===== src/rtl/serial_add_pkg.sv =====
// Shared types and constants for the bit-serial add/subtract sequencer.
package serial_add_pkg;

  // Sequencer states: waiting, shifting bits through the cell, result pulse.
  typedef enum logic [1:0] {
    IDLE   = 2'd0,
    RUN    = 2'd1,
    DONE_S = 2'd2
  } state_e;

  // MODE encodings.
  localparam logic MODE_ADD = 1'b0;
  localparam logic MODE_SUB = 1'b1;

endpackage


===== src/rtl/serial_add_ctrl_fa_cell.sv =====
// Single-bit full adder: Y = {carry, sum} of A + B + C, built from gates.
module fa_cell (
  input  logic       A,
  input  logic       B,
  input  logic       C,
  output logic [1:0] Y
);

  logic ab_x_s;
  logic ab_a_s;
  logic cx_a_s;

  assign ab_x_s = A ^ B;
  assign ab_a_s = A & B;
  assign cx_a_s = ab_x_s & C;

  assign Y[0] = ab_x_s ^ C;
  assign Y[1] = ab_a_s | cx_a_s;

endmodule


===== src/rtl/serial_add_ctrl.sv =====
// Bit-serial N-bit add/subtract sequencer around one shared full-adder cell.
// Operands are shifted LSB first through the cell; the result is published
// to SUM/COUT/OVF only on the final bit and held until the next operation.
module serial_add_ctrl
  import serial_add_pkg::*;
#(
  parameter int N = 8
) (
  input  logic         CLK,
  input  logic         RESET,
  input  logic         START,
  input  logic         MODE,
  input  logic [N-1:0] A,
  input  logic [N-1:0] B,
  input  logic         CIN,
  output logic         BUSY,
  output logic         DONE,
  output logic [N-1:0] SUM,
  output logic         COUT,
  output logic         OVF
);

  localparam int CW = $clog2(N) + 1;

  state_e         state_q,  state_d;
  logic [CW-1:0]  cnt_q,    cnt_d;
  logic           carry_q,  carry_d;
  logic [N-1:0]   a_sh_q,   a_sh_d;
  logic [N-1:0]   b_sh_q,   b_sh_d;
  logic [N-1:0]   sum_sh_q, sum_sh_d;
  logic [N-1:0]   sum_q,    sum_d;
  logic           cout_q,   cout_d;
  logic           ovf_q,    ovf_d;
  logic           busy_q,   busy_d;
  logic           done_q,   done_d;

  logic [1:0]     cell_y_s;
  logic [N-1:0]   sum_next_s;
  logic           accept_s;

  fa_cell u_fa (
    .A (a_sh_q[0]),
    .B (b_sh_q[0]),
    .C (carry_q),
    .Y (cell_y_s)
  );

  // Result shift register with this step's sum bit entering at the MSB.
  assign sum_next_s = {cell_y_s[0], sum_sh_q[N-1:1]};

  // START is only honoured when not mid-operation.
  assign accept_s = START & ((state_q == IDLE) | (state_q == DONE_S));

  // Next-state, datapath and output-register computation.
  always_comb begin
    state_d  = state_q;
    cnt_d    = cnt_q;
    carry_d  = carry_q;
    a_sh_d   = a_sh_q;
    b_sh_d   = b_sh_q;
    sum_sh_d = sum_sh_q;
    sum_d    = sum_q;
    cout_d   = cout_q;
    ovf_d    = ovf_q;

    case (state_q)
      IDLE, DONE_S: begin
        if (accept_s) begin
          state_d  = RUN;
          cnt_d    = {CW{1'b0}};
          a_sh_d   = A;
          b_sh_d   = (MODE == MODE_ADD) ? B : ~B;
          carry_d  = (MODE == MODE_SUB) ? 1'b1 : CIN;
          sum_sh_d = {N{1'b0}};
        end else begin
          state_d = IDLE;
        end
      end
      RUN: begin
        a_sh_d   = {1'b0, a_sh_q[N-1:1]};
        b_sh_d   = {1'b0, b_sh_q[N-1:1]};
        sum_sh_d = sum_next_s;
        carry_d  = cell_y_s[1];
        if (cnt_q == CW'(N - 1)) begin
          // Last bit: carry_q is the carry into the MSB, cell carry is out of it.
          state_d = DONE_S;
          cnt_d   = cnt_q;
          sum_d   = sum_next_s;
          cout_d  = cell_y_s[1];
          ovf_d   = carry_q ^ cell_y_s[1];
        end else begin
          state_d = RUN;
          cnt_d   = cnt_q + CW'(1);
        end
      end
      default: begin
        state_d = IDLE;
      end
    endcase

    busy_d = (state_d == RUN);
    done_d = (state_d == DONE_S);
  end

  // State, datapath and output registers with synchronous reset.
  always_ff @(posedge CLK) begin
    if (RESET) begin
      state_q  <= IDLE;
      cnt_q    <= {CW{1'b0}};
      carry_q  <= 1'b0;
      a_sh_q   <= {N{1'b0}};
      b_sh_q   <= {N{1'b0}};
      sum_sh_q <= {N{1'b0}};
      sum_q    <= {N{1'b0}};
      cout_q   <= 1'b0;
      ovf_q    <= 1'b0;
      busy_q   <= 1'b0;
      done_q   <= 1'b0;
    end else begin
      state_q  <= state_d;
      cnt_q    <= cnt_d;
      carry_q  <= carry_d;
      a_sh_q   <= a_sh_d;
      b_sh_q   <= b_sh_d;
      sum_sh_q <= sum_sh_d;
      sum_q    <= sum_d;
      cout_q   <= cout_d;
      ovf_q    <= ovf_d;
      busy_q   <= busy_d;
      done_q   <= done_d;
    end
  end

  assign BUSY = busy_q;
  assign DONE = done_q;
  assign SUM  = sum_q;
  assign COUT = cout_q;
  assign OVF  = ovf_q;

endmodule

===== config.mk =====
export PLATFORM = sky130hd
export DESIGN_NAME = serial_add_ctrl
export DESIGN_NICKNAME = d
export VERILOG_FILES = /design/src/rtl/serial_add_pkg.sv /design/src/rtl/serial_add_ctrl_fa_cell.sv /design/src/rtl/serial_add_ctrl.sv
export SDC_FILE = /design/constraint.sdc
export NUM_CORES = 1
export LEC_CHECK = 0
export CORE_ASPECT_RATIO = 2
export CORE_MARGIN = 3
export CORE_UTILIZATION = 50
export DETAILED_ROUTE_END_ITERATION = 12
export DONT_BUFFER_PORTS = 1
export GPL_TIMING_DRIVEN = 0
export PLACE_DENSITY = 0.63
export SYNTH_ARGS = -nofsm -noshare
export SYNTH_HDL_FRONTEND = slang
export SYNTH_SLANG_ARGS = --single-unit

===== constraint.sdc =====
create_clock -name CLK -period 2.14 [get_ports CLK]
set_input_delay 0.214 -clock CLK [delete_from_list [all_inputs] [get_ports CLK]]
set_output_delay 0.214 -clock CLK [all_outputs]
set_load 0.005 [all_outputs]

Word-level counts from Yosys, hierarchy flattened --
Cells that the tools add are included. Widths: inputs -> output; s select.
Storage, ports and cells: register bits after elaboration 43, input bits 21, word-level logic and storage cells 50
Cells by class: add/subtract/negate cells 1, equality and inequality tests 7, multiplexer cells 16, bitwise operators 9, reductions and logical operators 6
Operators by type and width (number):
- $pmux 8 s2 | 3
- $mux 8 | 4
- $mux 4 | 2
- $not 8->8 | 1
- $pmux 4 s2 | 1
- $add 4x1->4 const B | 1
- $eq 2x1->1 const B | 2
- $eq 2x2->1 const B | 2
- $eq 4x3->1 const B | 1
- $ne 2x2->1 const B | 2
- $pmux 2 s2 | 1
- $reduce_and 2->1 | 2
- $and 1x1->1 | 3
- $mux 1 | 3
- $reduce_and 3->1 | 1
- $xor 1x1->1 | 3
- $logic_not 2->1 | 1
- $mux 2 | 1
- $or 1x1->1 | 2
- $pmux 1 s2 | 1
- $reduce_bool 2->1 | 1
- $reduce_or 2->1 | 1

Depth between registers and ports, before layout --
Gate-level depths: netlist of the first run.
depth in word-level cells 6, mapped depth 6, mapped depth without buffers 4

Cells and area by module --
From an unflattened synthesis of the first run, not the netlist that was laid out.
Unflattened totals: cells, all modules 204, area total of the unflattened synthesis 1739.2 um2
By module, submodules not included:
- serial_add_ctrl | instances 1, cells each 203, area each 1719.1 um2
- fa_cell | instances 1, cells each 1, area each 20.0 um2

Worst setup path before layout of the first run --
No wires, ideal clock.
kind register to register, start point register cnt_q[0], end point register cnt_q[0], arrival time 1101 ps, path slack 907 ps, stages on the path, launching flop included 6, path buffers 1, path through dfxtp_1 ha_1 and3b_1 buf_2 o211ai_1 a21oi_1
On the way: word-level cells in the longest chain between the ends 3
RTL lines:
- from (decl) | line serial_add_ctrl.sv:26 | logic [CW-1:0] cnt_q, cnt_d;
- from (signal assigned) | line serial_add_ctrl.sv:109 | cnt_q <= {CW{1'b0}};
- from (signal assigned) | line serial_add_ctrl.sv:121 | cnt_q <= cnt_d;
- $add 4x1->4 / $eq 4x3->1 (equally long branches) | line serial_add_ctrl.sv:93, serial_add_ctrl.sv:84
- $mux 4 / $ne 2x2->1 (equally long branches)
- $pmux 4 s2 / $reduce_and 3->1 (equally long branches)
Parallel ways exist; a longest one is shown, timed or not. The select of a mux whose other input is x is not followed. A chain may end at the register's enable or synchronous reset.

Worst setup path in the final report of the first run --
start point register cnt_q[0], end point register sum_q[5] (netlist: SUM[5])
On the way: word-level cells in the longest chain between the ends 2
RTL lines:
- $eq 4x3->1 | line serial_add_ctrl.sv:84 | if (cnt_q == CW'(N - 1)) begin
- $reduce_and 2->1 (no source line)
- to (signal assigned) | line serial_add_ctrl.sv:114 | sum_q <= {N{1'b0}};
- to (signal assigned) | line serial_add_ctrl.sv:126 | sum_q <= sum_d;
- to (decl) | line serial_add_ctrl.sv:31 | logic [N-1:0] sum_q, sum_d;
No other way between the ends.

==> results of run 1 <==
cells in the final DEF, fill, tap and decap left out:
master,n
dfxtp_1,42
o211ai_1,3
nand3b_1,1
a211oi_1,1
clkbuf_8,6
ha_1,1
nor3_1,2
o21a_1,1
o21ai_0,10
a21oi_1,38
buf_2,11
nor2b_1,2
a31oi_1,1
xor2_1,9
fa_1,1
and3b_1,1
or3_1,1
xnor2_1,1
nand3_1,35
nand2b_1,2
a2111oi_2,1
nor2_1,3
buf_4,5
clkbuf_1,6
bufinv_16,2
inv_1,1
a22oi_1,14
nand2_1,12
state kept, by name, summed over array words and instances, names as in the netlist:
name      count
BUSY          1
COUT          1
DONE          1
OVF           1
SUM           8
a_sh_q        8
b_sh_q        8
carry_q       1
cnt_q         4
state_q       2
sum_sh_q      7
per-layer routing:
| layer | GRT usage (%) | vias to the layer above |
|---|---|---|
| met3 | 4.008 | 8 |
| met1 | 21.17 | 712 |
| met2 | 38.50 | 42 |
| met4 | 9.438 | 0 |
| li1 | - | 738 |
| met5 | 0 | - |
final cells by class:
type                       count  share of cell area, %
multi-input combinational    140                  41.17
clock inverter                 2                  3.040
sequential                    42                  42.56
clock buffer                   6                  4.180
tap                           48                  3.040
buffer                        22                  5.826
inverter                       1                 0.1900
report_power, final:
part	leakage [nW]	switching (mW)	internal, mW	total [mW]
combinational	0.274	0.112	0.0643	0.176
clock	0.0714	0.270	0.497	0.767
sequential	0.342	0.0198	0.812	0.832
per-stage QoR:
stage	cells	area, um^2
after global routing	261	1976
after global placement	253	1833
final	261	1976
after floorplan	205	1773
after CTS	261	1976
after detailed placement	253	1833
kinds of logic (layout without fill, tap and decap cells):
kind of cell,count (synthesis),in the layout,share of synthesized area [%]
flops,42,42,47.42
compound gates,69,69,22.79
buf+inv,23,31,6.704
fa+ha+maj,2,2,1.835
simple gates,59,59,16.30
xor+xnor,10,10,4.940
critical path, stage by stage (launching register included):
cell	delay (ns)
dfxtp_1	0.34
ha_1	0.24
nand3b_1	0.21
clkbuf_1	0.41
o21ai_0	0.13
a21oi_1	0.17
path summary, 6_finish.rpt:
check                         startpoint                     end  slack, ns
setup / recovery   cnt_q[0]$_SDFFE_PP0P_     SUM[5]$_SDFFE_PP0P_       0.57
hold / removal                      A[7]  a_sh_q[7]$_SDFFE_PP0P_       0.05
setup reg to reg   cnt_q[0]$_SDFFE_PP0P_     SUM[5]$_SDFFE_PP0P_       0.57
hold reg to reg   a_sh_q[7]$_SDFFE_PP0P_  a_sh_q[7]$_SDFFE_PP0P_       0.47
==> flow_summary.toml, run 1 <==
[critical_path]
worst_ep_arrival_time_ns = 1.79
worstPathMaxFanout = 10
start_kind = "flip-flop"
crit_required_ns = 2.36
critPathKind = "flip-flop to flip-flop"
r2r_cells = 5
endpoint_kind = "flip-flop"

[clock_tree]
tritoncts.num_buffers = 5
cts_setup_buffers = 0
insertion_delay_ns = 0.29
cts-htree-levels = 2
cts_sinks = 42
cts_tree = "yes"
path_clk_slew_ns = 0.08
cts-root-buf = "clkbuf_8"
clk_path_buf_depth = 2
hold_buffers = 0
cts_resized = 0

[placed_design]
place_hpwl_um = 3006
portBuffers = 0
gp_congestion = 0.7656
place_ws_ns = 0.5864

[logic_synthesis]
ys_warn_count = 0
synthArstFlopShare_pct = 0
synthTopCellsByCount = "dfxtp_1 (42), a21oi_1 (38), nand3_1 (35)"
synth_edf_count = 0
netlist_area_mm2 = 0.001773
synthTopCellsByArea = "dfxtp_1 (47%), a21oi_1 (11%), nand3_1 (9.9%), a22oi_1 (5.9%), xor2_1 (4.4%)"
synth_cells = 205
avgSynthCellArea_um2 = 8.649
synth_flop_cell = "dfxtp_1"
yosysMostFrequentCell = "dfxtp_1"
synth_top_area_share_pct = 47.42
synth_area_leader_cell = "dfxtp_1"
yosys.cell_types.count = 26
syn-num-nets = 228
synth-seq-cells = 42
yosysSeqAreaShare_pct = 47.42

[floorplan]
start_util_pct = 51.90
io_pins = 33
die_h_um = 90.21
rows = 30
die_area_mm2 = 0.004340
core_area_mm2 = 0.003416
die_w_um = 48.11

[detailed_routing]
drt-pass1-iter-count = 4
drt_iter0_drc = 25
viasPerCell = 5.747
wl_met1_um = 1497
wl_met3_um = 185
post_drt_wl_per_cell_um = 15.83
route.antenna.remaining_nets = 0
drc = 0
met2_length_um = 2357
top_layer_used = "met4"
routed_wl_um = 4131
vias = 1500

[grt]
overflow = 0
grt_pass1_vias = 1517
grt_use_total_pct = 21.35
grt_max_degree = 14
antenna_found_initial = 0
grt_pass1_wl_um = 6817

[finish]
syn_to_final_growth_pct = 11.43
nFillCells = 316
ff_latch_area_um2 = 840.8
multiInputGateArea_um2 = 813.3
drive_above_1_share_pct = 11.74
utilization_pct = 57.84
n_antenna_cell = 0
nNetsFinal = 235

[sta]
fin_tns_setup_ns = 0
report.final.slew_viol_count = 0
slew_headroom_pct = 64.04
fin_crit_ns = 1.570
finalSetupViolations = 0
rsz0062_at_grt = "no"
finalHoldViolCount = 0
fin_hold_ws_ns = 0.05088
finalCritPeriodShare_pct = 73.38
tightest_slew_ns = 0.5394
worst_clock_skew_ns = 0.004821
fmax_mhz = 636.8
fin_ws_ns = 0.5697

[status]
status = "completed"

[min_path]
worstHoldPathType = "input port to flip-flop"
min_path_cells = 2

[power_and_ir_drop]
vdd_drop_max_mv = 0.7232
p_leak_nw = 0.6876
totalPowerFinal_mw = 1.775
power_density_mw_per_mm2 = 898.7

[flow_run]
maxCapViolations = 0
Power figures use the tool's default switching activity.
==> inputs of run 2 (changes only) <==
PLACE_DENSITY = 0.66   (was 0.63)
clock period = 1.3 ns   (was 2.14 ns; I/O delays follow)
==> flow_summary.toml, run 2 (same netlist as run 1, synthesis figures left out) <==
[floorplan]
core_area_mm2 = 0.003416
die_h_um = 90.21
die_area_mm2 = 0.004340
start_util_pct = 51.90
rows = 30
io_pins = 33
die_w_um = 48.11

[sta]
fin_ws_ns = 0.008110
finalHoldViolCount = 0
fmax_mhz = 774.1
tightest_slew_ns = 0.4921
rsz0062_at_grt = "yes"
slew_headroom_pct = 67.19
finalCritPeriodShare_pct = 99.38
finalSetupViolations = 0
report.final.slew_viol_count = 0
fin_crit_ns = 1.292
worst_clock_skew_ns = 0.008541
fin_tns_setup_ns = 0

[finish]
nNetsFinal = 242
final_cell_mix = "dfxtp_1 (39), a21oi_1 (36), nand3_1 (35)"
n_antenna_cell = 0
drive_above_1_share_pct = 20.00
syn_to_final_growth_pct = 18.84
layout_commonest_cell = "dfxtp_1"

[clock_tree]
tritoncts.num_buffers = 5
cts-root-buf = "clkbuf_8"
cts_sinks = 42
cts-htree-levels = 2
cts_tree = "yes"
insertion_delay_ns = 0.29
path_clk_slew_ns = 0.07
clk_path_buf_depth = 2

[grt]
antenna_found_initial = 0
grt_pass1_vias = 1535
grt_max_degree = 13
grt_use_total_pct = 21.56
grt_pass1_wl_um = 6865
overflow = 0

[placed_design]
gp_congestion = 0.8971
place_hpwl_um = 2946
portBuffers = 0
place_ws_ns = -0.2195

[power_and_ir_drop]
vdd_drop_max_mv = 1.118
p_leak_nw = 0.7213
power_density_mw_per_mm2 = 1284

[critical_path]
critPathCapture = "cnt_q[0]$_SDFFE_PP0P_"
worst_ep_arrival_time_ns = 1.51
r2r-end = "cnt_q[0]$_SDFFE_PP0P_"
r2r_slack_ns = 0.008
start_kind = "flip-flop"
r2r_cells = 4
endpoint_kind = "flip-flop"
crit_required_ns = 1.52
cp-startpoint = "cnt_q[0]$_SDFFE_PP0P_"
critPathKind = "flip-flop to flip-flop"
r2r_start = "cnt_q[0]$_SDFFE_PP0P_"
worstPathMaxFanout = 4

[status]
status = "completed"

[detailed_routing]
drt_iter0_drc = 20
post_drt_wl_per_cell_um = 15.94
vias = 1537
drc = 0
route.antenna.remaining_nets = 0
viasPerCell = 5.735
drt-pass1-iter-count = 4
routed_wl_um = 4272

[min_path]
worstHoldPathType = "input port to flip-flop"

[flow_run]
maxCapViolations = 0
[run 2: changes by cell type in the layout (fill, tap and decap cells not counted), sizes merged]
cell,before,now
bufinv,2,1
buf,16,18
clkbuf,12,17
dlygate4sd3,0,1
[run 2: critical path, stage by stage (launching register included)]
cell,delay (ns)
dfxtp_4,0.36
ha_4,0.16
and3b_2,0.23
or3_1,0.33
a21oi_2,0.14
[run 2: worst min-delay path by stage]
stage,startpoint,end,depth (start not counted)
after floorplan,A[7],a_sh_q[7]$_SDFFE_PP0P_,2
after global placement,A[7],a_sh_q[7]$_SDFFE_PP0P_,2
after detailed placement,A[7],a_sh_q[7]$_SDFFE_PP0P_,2
after CTS,A[3],a_sh_q[3]$_SDFFE_PP0P_,2
after global routing,A[5],a_sh_q[5]$_SDFFE_PP0P_,2
final,B[7],b_sh_q[7]$_SDFFE_PP0P_,3
[run 2: area by class of cell]
| type | count | area [um^2] |
|---|---|---|
| fillers | 306 | 1309 |
| plain buffers | 22 | 170.2 |
| clock buffers | 7 | 76.32 |
| clock inverters | 1 | 30.03 |
| repair buffers | 7 | 61.31 |
| flip-flops and latches | 42 | 847.1 |
| multi-input cells | 140 | 858.3 |
| inverters | 1 | 3.754 |
| well taps | 48 | 60.06 |
[run 2: repair_timing]
action | in CTS | in global routing
hold buffers | 1 | 0
buffers inserted | 2 | 3
resized for setup | 18 | 28
endpoints found under the setup margin | 16 | 39
gates cloned | 1 | 0
endpoints found under the hold margin | 1 | 0
pin swaps | 0 | 3
[run 2: layer usage]
layer | vias to the layer above | share of wire (%) | routed length [um] | GRT usage (%)
li1 | 755 | - | - | -
met2 | 37 | 56 | 2389 | 37.06
met3 | 6 | 4.0 | 172 | 4.810
met1 | 739 | 38 | 1631 | 23.54
met5 | - | 0 | 0 | 0
met4 | 0 | 1.8 | 79 | 8.539
[run 2: stage by stage]
| step | std cells | util, % | instance area, um^2 | hold slack (ns) | total power [mW] |
|---|---|---|---|---|---|
| after floorplan | 205 | - | 1773 | 0.2660 | 1.613 |
| after global placement | 253 | 53.66 | 1833 | 0.2737 | 1.676 |
| after detailed placement | 253 | 53.66 | 1833 | 0.2843 | 1.688 |
| after CTS | 265 | 58.97 | 2014 | 0.03219 | 2.698 |
| after global routing | 268 | 61.69 | 2107 | 0.05400 | 2.810 |
| final | 268 | 61.69 | 2107 | 0.03774 | 2.706 |
[run 2: report_power, final]
group	internal, mW	switching, mW	total, mW
Sequential	1.34	0.0341	1.37
Clock	0.575	0.425	1.00
Combinational	0.140	0.194	0.334
